### config.mk
export PLATFORM = sky130hd
export DESIGN_NAME = char_pixel_gen_flat
export DESIGN_NICKNAME = d
export VERILOG_FILES = /design/src/rtl/char_pixel_if.sv /design/src/rtl/char_pixel_gen.sv /design/src/flat_wrapper.sv
export SDC_FILE = /design/constraint.sdc
export NUM_CORES = 1
export LEC_CHECK = 0
export CORE_UTILIZATION = 43
export CTS_CLUSTER_DIAMETER = 150
export DETAILED_ROUTE_END_ITERATION = 16
export HOLD_SLACK_MARGIN = 0.03
export PLACE_DENSITY = 0.84
export SLEW_MARGIN = 20
export SYNTH_ARGS = -nofsm -noshare
export SYNTH_HDL_FRONTEND = slang
export SYNTH_SLANG_ARGS = --single-unit
### constraint.sdc
create_clock -name clk -period 2.6 [get_ports clk]
set_input_delay 0.78 -clock clk [delete_from_list [all_inputs] [get_ports clk]]
set_output_delay 0.78 -clock clk [all_outputs]
set_load 0.005 [all_outputs]
### src/rtl/char_pixel_if.sv
`default_nettype none
// ============================================================================
// Module      : char_pixel_if
// Description : Bundles the VGA timing, character attributes, glyph ROM port
//               and pixel outputs of char_pixel_gen.
// Revision    : 1.0 - initial release
// ============================================================================
interface char_pixel_if;
    logic [9:0]  h_val;
    logic [9:0]  v_val;
    logic [9:0]  x_pos;
    logic [9:0]  y_pos;
    logic        box_time;
    logic        video_on_in;
    logic        hsync_in;
    logic        vsync_in;
    logic [6:0]  char_code;
    logic [11:0] fg_color;
    logic [10:0] rom_addr;
    logic [15:0] rom_data;
    logic [11:0] rgb;
    logic        hsync_out;
    logic        vsync_out;
    logic        video_on_out;

    modport slave (
        input  h_val, v_val, x_pos, y_pos, box_time, video_on_in,
               hsync_in, vsync_in, char_code, fg_color, rom_data,
        output rom_addr, rgb, hsync_out, vsync_out, video_on_out
    );

    modport master (
        output h_val, v_val, x_pos, y_pos, box_time, video_on_in,
               hsync_in, vsync_in, char_code, fg_color, rom_data,
        input  rom_addr, rgb, hsync_out, vsync_out, video_on_out
    );
endinterface
`default_nettype wire

### src/rtl/char_pixel_gen.sv
`default_nettype none
// ============================================================================
// Module      : char_pixel_gen
// Description : 3-stage pipeline drawing a 16x16 glyph from a synchronous
//               character ROM. Optional glyph blink with macro CHAR_BLINK_EN.
// Revision    : 1.0 - initial release
// ============================================================================
module char_pixel_gen #(
    parameter logic [11:0] FG_DEFAULT = 12'hFFF,
    parameter logic [11:0] BG_DEFAULT = 12'h000
) (
    input  logic        clk,
    input  logic        reset_n,
    char_pixel_if.slave bus
);
    localparam logic [11:0] c_BLACK = 12'h000;

    logic [9:0]  w_dx, w_dy;
    logic        w_pix_on, w_blink;

    logic [10:0] rom_addr_q, rom_addr_d;
    logic [3:0]  col1_q, col1_d, col2_q, col2_d;
    logic        box1_q, box1_d, box2_q, box2_d;
    logic        von1_q, von1_d, von2_q, von2_d, von3_q, von3_d;
    logic        hs1_q, hs1_d, hs2_q, hs2_d, hs3_q, hs3_d;
    logic        vs1_q, vs1_d, vs2_q, vs2_d, vs3_q, vs3_d;
    logic [11:0] glyph1_q, glyph1_d, glyph2_q, glyph2_d;
    logic [11:0] rgb_q, rgb_d;

    assign w_dx = bus.h_val - bus.x_pos;
    assign w_dy = bus.v_val - bus.y_pos;
    // Bit 15 is the leftmost pixel, so column c selects bit ~c (15 - c).
    assign w_pix_on = bus.rom_data[~col2_q];

`ifdef CHAR_BLINK_EN
    logic       vsync_prev_q, vsync_prev_d;
    logic [4:0] frame_cnt_q, frame_cnt_d;

    always_comb begin
        vsync_prev_d = bus.vsync_in;
        frame_cnt_d  = frame_cnt_q;
        if (vsync_prev_q && !bus.vsync_in) begin
            frame_cnt_d = frame_cnt_q + 5'd1;
        end
    end

    always_ff @(posedge clk) begin
        if (!reset_n) begin
            vsync_prev_q <= 1'b1;
            frame_cnt_q  <= 5'd0;
        end else begin
            vsync_prev_q <= vsync_prev_d;
            frame_cnt_q  <= frame_cnt_d;
        end
    end

    assign w_blink = frame_cnt_q[4];
`else
    assign w_blink = 1'b0;
`endif

    always_comb begin
        rom_addr_d = {bus.char_code, w_dy[3:0]};
        col1_d     = w_dx[3:0];
        box1_d     = bus.box_time;
        von1_d     = bus.video_on_in;
        hs1_d      = bus.hsync_in;
        vs1_d      = bus.vsync_in;
        glyph1_d   = (bus.fg_color == c_BLACK) ? FG_DEFAULT : bus.fg_color;

        col2_d     = col1_q;
        box2_d     = box1_q;
        von2_d     = von1_q;
        hs2_d      = hs1_q;
        vs2_d      = vs1_q;
        glyph2_d   = glyph1_q;

        von3_d     = von2_q;
        hs3_d      = hs2_q;
        vs3_d      = vs2_q;
        rgb_d      = c_BLACK;
        if (von2_q && box2_q) begin
            rgb_d = (w_pix_on && !w_blink) ? glyph2_q : BG_DEFAULT;
        end
    end

    always_ff @(posedge clk) begin
        if (!reset_n) begin
            rom_addr_q <= 11'd0;
            col1_q     <= 4'd0;
            box1_q     <= 1'b0;
            von1_q     <= 1'b0;
            hs1_q      <= 1'b1;
            vs1_q      <= 1'b1;
            glyph1_q   <= 12'd0;
            col2_q     <= 4'd0;
            box2_q     <= 1'b0;
            von2_q     <= 1'b0;
            hs2_q      <= 1'b1;
            vs2_q      <= 1'b1;
            glyph2_q   <= 12'd0;
            von3_q     <= 1'b0;
            hs3_q      <= 1'b1;
            vs3_q      <= 1'b1;
            rgb_q      <= 12'd0;
        end else begin
            rom_addr_q <= rom_addr_d;
            col1_q     <= col1_d;
            box1_q     <= box1_d;
            von1_q     <= von1_d;
            hs1_q      <= hs1_d;
            vs1_q      <= vs1_d;
            glyph1_q   <= glyph1_d;
            col2_q     <= col2_d;
            box2_q     <= box2_d;
            von2_q     <= von2_d;
            hs2_q      <= hs2_d;
            vs2_q      <= vs2_d;
            glyph2_q   <= glyph2_d;
            von3_q     <= von3_d;
            hs3_q      <= hs3_d;
            vs3_q      <= vs3_d;
            rgb_q      <= rgb_d;
        end
    end

    assign bus.rom_addr     = rom_addr_q;
    assign bus.rgb          = rgb_q;
    assign bus.hsync_out    = hs3_q;
    assign bus.vsync_out    = vs3_q;
    assign bus.video_on_out = von3_q;
endmodule
`default_nettype wire

### src/flat_wrapper.sv
// flat-port wrapper written by rule: the top's interface ports become plain ports
module char_pixel_gen_flat 
#(
    parameter logic [11:0] FG_DEFAULT = 12'hFFF,
    parameter logic [11:0] BG_DEFAULT = 12'h000
)
  (clk, reset_n, bus_h_val, bus_v_val, bus_x_pos, bus_y_pos, bus_box_time, bus_video_on_in, bus_hsync_in, bus_vsync_in, bus_char_code, bus_fg_color, bus_rom_data, bus_rom_addr, bus_rgb, bus_hsync_out, bus_vsync_out, bus_video_on_out);
  char_pixel_if bus_i ();
  input  logic clk;
  input  logic reset_n;
  input wire logic [$bits(bus_i.h_val)-1:0] bus_h_val;
  input wire logic [$bits(bus_i.v_val)-1:0] bus_v_val;
  input wire logic [$bits(bus_i.x_pos)-1:0] bus_x_pos;
  input wire logic [$bits(bus_i.y_pos)-1:0] bus_y_pos;
  input wire logic [$bits(bus_i.box_time)-1:0] bus_box_time;
  input wire logic [$bits(bus_i.video_on_in)-1:0] bus_video_on_in;
  input wire logic [$bits(bus_i.hsync_in)-1:0] bus_hsync_in;
  input wire logic [$bits(bus_i.vsync_in)-1:0] bus_vsync_in;
  input wire logic [$bits(bus_i.char_code)-1:0] bus_char_code;
  input wire logic [$bits(bus_i.fg_color)-1:0] bus_fg_color;
  input wire logic [$bits(bus_i.rom_data)-1:0] bus_rom_data;
  output wire logic [$bits(bus_i.rom_addr)-1:0] bus_rom_addr;
  output wire logic [$bits(bus_i.rgb)-1:0] bus_rgb;
  output wire logic [$bits(bus_i.hsync_out)-1:0] bus_hsync_out;
  output wire logic [$bits(bus_i.vsync_out)-1:0] bus_vsync_out;
  output wire logic [$bits(bus_i.video_on_out)-1:0] bus_video_on_out;
  assign bus_i.h_val = bus_h_val;
  assign bus_i.v_val = bus_v_val;
  assign bus_i.x_pos = bus_x_pos;
  assign bus_i.y_pos = bus_y_pos;
  assign bus_i.box_time = bus_box_time;
  assign bus_i.video_on_in = bus_video_on_in;
  assign bus_i.hsync_in = bus_hsync_in;
  assign bus_i.vsync_in = bus_vsync_in;
  assign bus_i.char_code = bus_char_code;
  assign bus_i.fg_color = bus_fg_color;
  assign bus_i.rom_data = bus_rom_data;
  assign bus_rom_addr = bus_i.rom_addr;
  assign bus_rgb = bus_i.rgb;
  assign bus_hsync_out = bus_i.hsync_out;
  assign bus_vsync_out = bus_i.vsync_out;
  assign bus_video_on_out = bus_i.video_on_out;
  char_pixel_gen #(.FG_DEFAULT(FG_DEFAULT), .BG_DEFAULT(BG_DEFAULT)) u_core (.clk(clk), .reset_n(reset_n), .bus(bus_i));
endmodule
Word level (Yosys, flattened, before mapping)
Cells that the tools add are included.
Storage, ports and cells
  register bits: 66
  input port bits: 81
  output and inout port bits: 26
  logic and storage cells: 27
Operators by class
  add/subtract/negate cells: 2
  magnitude comparators: 1
  multiplexer cells: 3
  bitwise operators: 1
  reduce and logical (&&, ||, !) cells: 3
Operators by type and width (count)
  12-bit logical NOT: 1
  12-bit 2-to-1 mux: 1
  4-bit subtractor: 2
  4-bit by 5-bit less-than comparator with 1-bit output (second input constant): 1
  1-bit binary-select mux with 4-bit select: 1
  4-bit inverter: 1
  3-bit AND reduction: 1
  1-bit logical AND: 1
  1-bit 2-to-1 mux: 1

Longest topological paths before layout
  word-level depth: 4
  mapped depth: 6
  depth with buffers taken out: 6

Worst setup path before layout
No wires, ideal clock.
  kind: in2reg
  start point: in bus_rom_data[8]
  end point: reg u_core.rgb_q[0] (netlist: u_core.bus.rgb[0])
  setup time: 112 ps
  arrival: 1759 ps
  required time: 2488 ps
  setup slack: 729 ps
  cell stages on the path: 5
  path buffers: 1
  cells stage by stage: mux4_2 nand2b_1 a22oi_2 buf_6 nor2_1
On the way
  longest elaborated chain between the ends: 3
RTL lines
  start: declaration: RTL line flat_wrapper.sv:21  | input wire logic [$bits(bus_i.rom_data)-1:0] bus_rom_data;
  1-bit binary-select mux with 4-bit select: RTL line char_pixel_gen.sv:33  | assign w_pix_on = bus.rom_data[~col2_q];
  1-bit 2-to-1 mux (not written as such): RTL line char_pixel_gen.sv:33
  3-bit AND reduction (no source line)
  end signal: assignment: RTL line char_pixel_gen.sv:123  | rgb_q <= rgb_d;
  end: declaration: RTL line char_pixel_gen.sv:28  | logic [11:0] rgb_q, rgb_d;
Every way passes these cells. The select of a mux whose other input is x is not followed.
A chain may end at the register's enable or synchronous reset.

Worst setup path in the final report
  start point: in bus_y_pos[1]
  end point: reg u_core.rom_addr_q[3] (netlist: u_core.bus.rom_addr[3])
On the way
  longest elaborated chain between the ends: 1
RTL lines
  start: declaration: RTL line flat_wrapper.sv:14  | input wire logic [$bits(bus_i.y_pos)-1:0] bus_y_pos;
  4-bit subtractor: RTL line char_pixel_gen.sv:31  | assign w_dy = bus.v_val - bus.y_pos;
  end signal: assignment: RTL line char_pixel_gen.sv:107  | rom_addr_q <= rom_addr_d;
  end: declaration: RTL line char_pixel_gen.sv:21  | logic [10:0] rom_addr_q, rom_addr_d;
Every way passes these cells.

==> flow_metrics.py <==
metrics = {
    "detailed_routing": {
        "vias_per_cell": 4.319,
        "drt-initial-drc-count": 51,
        "ant_nets": 0,
        "drtPass1Iterations": 4,
        "drcViolationCount": 0,
        "vias": 1598,
        "wirelength_microns": 3734,
        "routedWlPerCell_microns": 10.09,
    },
    "flow_run": {
        "max_cap_violations": 0,
    },
    "pwr": {
        "p_total_mw": 2.167,
        "leakage_nw": 1.324,
        "irDropWorstVdd_mv": 0.3267,
        "p_per_area_mw_per_mm2": 660.3,
    },
    "synth": {
        "synthArstFlopShare_pct": 0,
        "synth_top_flop_cell": "dfxtp_1",
        "synth_cell_type_count": 24,
        "yosys.area.top_type_share_pct": 59.86,
        "synthMuxAreaShare_pct": 3.855,
        "synth_area_leaders": "dfxtp_1 60%, and2_1 8.2%, nor2_1 7.1%",
        "synth_common_cells": "66 x dfxtp_1, 42 x nor2_1, 29 x and2_1",
        "synth_cells": 213,
        "yosysMostFrequentCell": "dfxtp_1",
        "synthXorXnorAreaFrac_pct": 1.587,
        "yosysSeqAreaShare_pct": 59.86,
        "syn-cell-area_sq_mm": 0.002207,
        "synth.largest_area_cell": "dfxtp_1",
        "synth-edff-count": 0,
        "synthesis.nets": 302,
        "yosys_register_bits": 66,
        "yosysWarnings": 0,
        "synth_adder_area_share_pct": 5.215,
        "synth_top_family_by_area": "simple AND/OR/NAND/NOR gates",
        "yosys.area_share.simple_pct": 23.07,
        "synth_compound_area_share_pct": 2.494,
        "synth.avg_cell_area_sq_um": 10.36,
    },
    "worst_setup_path": {
        "rr_endpoint": "u_core.bus.rgb[8]",
        "critPathArrivalTime_ns": 2.24,
        "worstRegToRegCells": 5,
        "startpoint": "bus_y_pos[1]",
        "worstSetupPathType": "in2reg",
        "crit_fanout": 2,
        "worst_ep_required_time_ns": 2.84,
        "end_kind": "flip-flop",
        "start_kind": "primary input",
        "r2r_slack_ns": 0.84,
        "r2r-start": "u_core.col2_q[0]",
    },
    "clock_network": {
        "cts_resized": 0,
        "clockBufferDepth": 2,
        "cts_tree": "yes",
        "cts_hold_buf": 0,
        "post_cts_buffers": 0,
        "cts.clk_slew.worst_paths_ns": 0.07,
        "cts_num_sinks": 66,
        "numCtsBuffers": 9,
        "clk_latency_ns": 0.33,
        "root_buffer": "clkbuf_8",
        "cts_htree_levels": 3,
    },
    "grt": {
        "grt_max_degree": 29,
        "grt_pass1_wl_microns": 6361,
        "grt_pass1_vias": 1522,
        "antenna_found_initial": 0,
        "grtUsageTotal_pct": 15.87,
        "overflow": 0,
    },
    "timing": {
        "setup_viol": 0,
        "clock_skew_ns": 0.005018,
        "relSlewSlack_pct": 68.45,
        "holdWs_ns": 0.4059,
        "rsz0062_at_grt": "false",
        "finalSetupTns_ns": 0,
        "max_freq_ghz": 0.4996,
        "setup_ws_ns": 0.5984,
        "min_period_ns": 2.002,
        "tightest_slew_ns": 0.4703,
        "hold_viol_final": 0,
        "slew_viol_final": 0,
        "final.period_utilization_pct": 76.98,
    },
    "floorplan": {
        "core_area_sq_mm": 0.004817,
        "die_x_microns": 73.65,
        "row_count": 25,
        "initial_utilization_pct": 45.82,
        "ios": 107,
        "die_h_microns": 73.65,
        "die-area_sq_mm": 0.005424,
    },
    "worst_hold_path": {
        "min_to": "u_core.vs2_q",
        "whs_path_depth": 1,
        "hp-class": "reg2reg",
        "min_from": "u_core.vs1_q",
    },
    "finish": {
        "final_layout_size_suffix_gt1_share_pct": 6.271,
        "diodes": 0,
        "final_cell_count_no_fill": 370,
        "syn2layout_area_growth_pct": 48.70,
        "fin_area_sq_mm": 0.003282,
        "num-nets-final": 388,
        "finalCoreUtilization_pct": 68.13,
    },
    "placement": {
        "port_buffers": 82,
        "gp_congestion": 0.7904,
        "place_area_sq_mm": 0.003078,
        "placedCellCount": 355,
        "place_ws_ns": 0.2546,
        "dpl.hpwl_microns": 2730,
    },
    "status": {
        "run_status": "completed",
    },
}
where the power goes:
group          internal [mW]  switching [mW]
clock                  0.515           0.347
combinational          0.154          0.0782
sequential              1.06          0.0148
flip-flops by register name, summed over array words and instances (netlist names), 4 cells and up:
name                 flops
u_core.col2_q            4
u_core.bus.rgb          12
u_core.bus.rom_addr     11
u_core.glyph2_q         12
u_core.glyph1_q         12
u_core.col1_q            4
area by class of cell:
cell class	instances	area, sq um
clock inverter	2	35.03
timing repair buffer	84	835.8
tap	67	83.83
inverter	10	37.54
sequential	66	1321
multi-input combinational	128	799.5
clock buffer	13	168.9
fill	402	1535
critical path, stage by stage:
cell,delay (ns)
clkdlybuf4s50_1,0.51
inv_1,0.06
ha_1,0.27
nor2b_1,0.13
o21a_1,0.18
o21ai_0,0.14
nor3b_1,0.18
worst max path at each step:
stage | end | slack [ns] | cells past startpoint
2_1_floorplan | u_core.bus.rgb[0] | 0.73 | 5
3_3_place_gp | u_core.bus.rgb[0] | 0.28 | 6
3_5_place_dp | u_core.bus.rom_addr[3] | 0.25 | 7
4_1_cts | u_core.bus.rom_addr[3] | 0.60 | 7
5_1_grt | u_core.bus.rom_addr[3] | 0.47 | 3
6_report | u_core.bus.rom_addr[3] | 0.60 | 7
kinds of logic after synthesis:
kind of cell    after synthesis
compound gates                7
xor+xnor                      4
buf+inv                      19
simple gates                103
flops                        66
mux                           6
fa+ha+maj                     8
layer usage:
metal  global-route usage [%]  share of wire [%]  routed length (microns)
met3                    6.996                7.2                      270
met4                    7.051                1.8                       66
met1                    17.74                 44                     1659
met2                    26.10                 47                     1737
met5                        0                  0                        0
cell usage in the layout (no fill, tap or decap), types with 3 or more instances in the layout:
cell             count
clkbuf_8            12
clkdlybuf4s50_1     82
inv_1                9
ha_1                 6
nand2_1             12
nand2b_1             8
nor4_1               3
mux2i_1              4
nor2b_1              3
and2_1              29
dfxtp_1             66
nor2_1              42
xnor2_1              3
(Power assumes the default switching activity.)
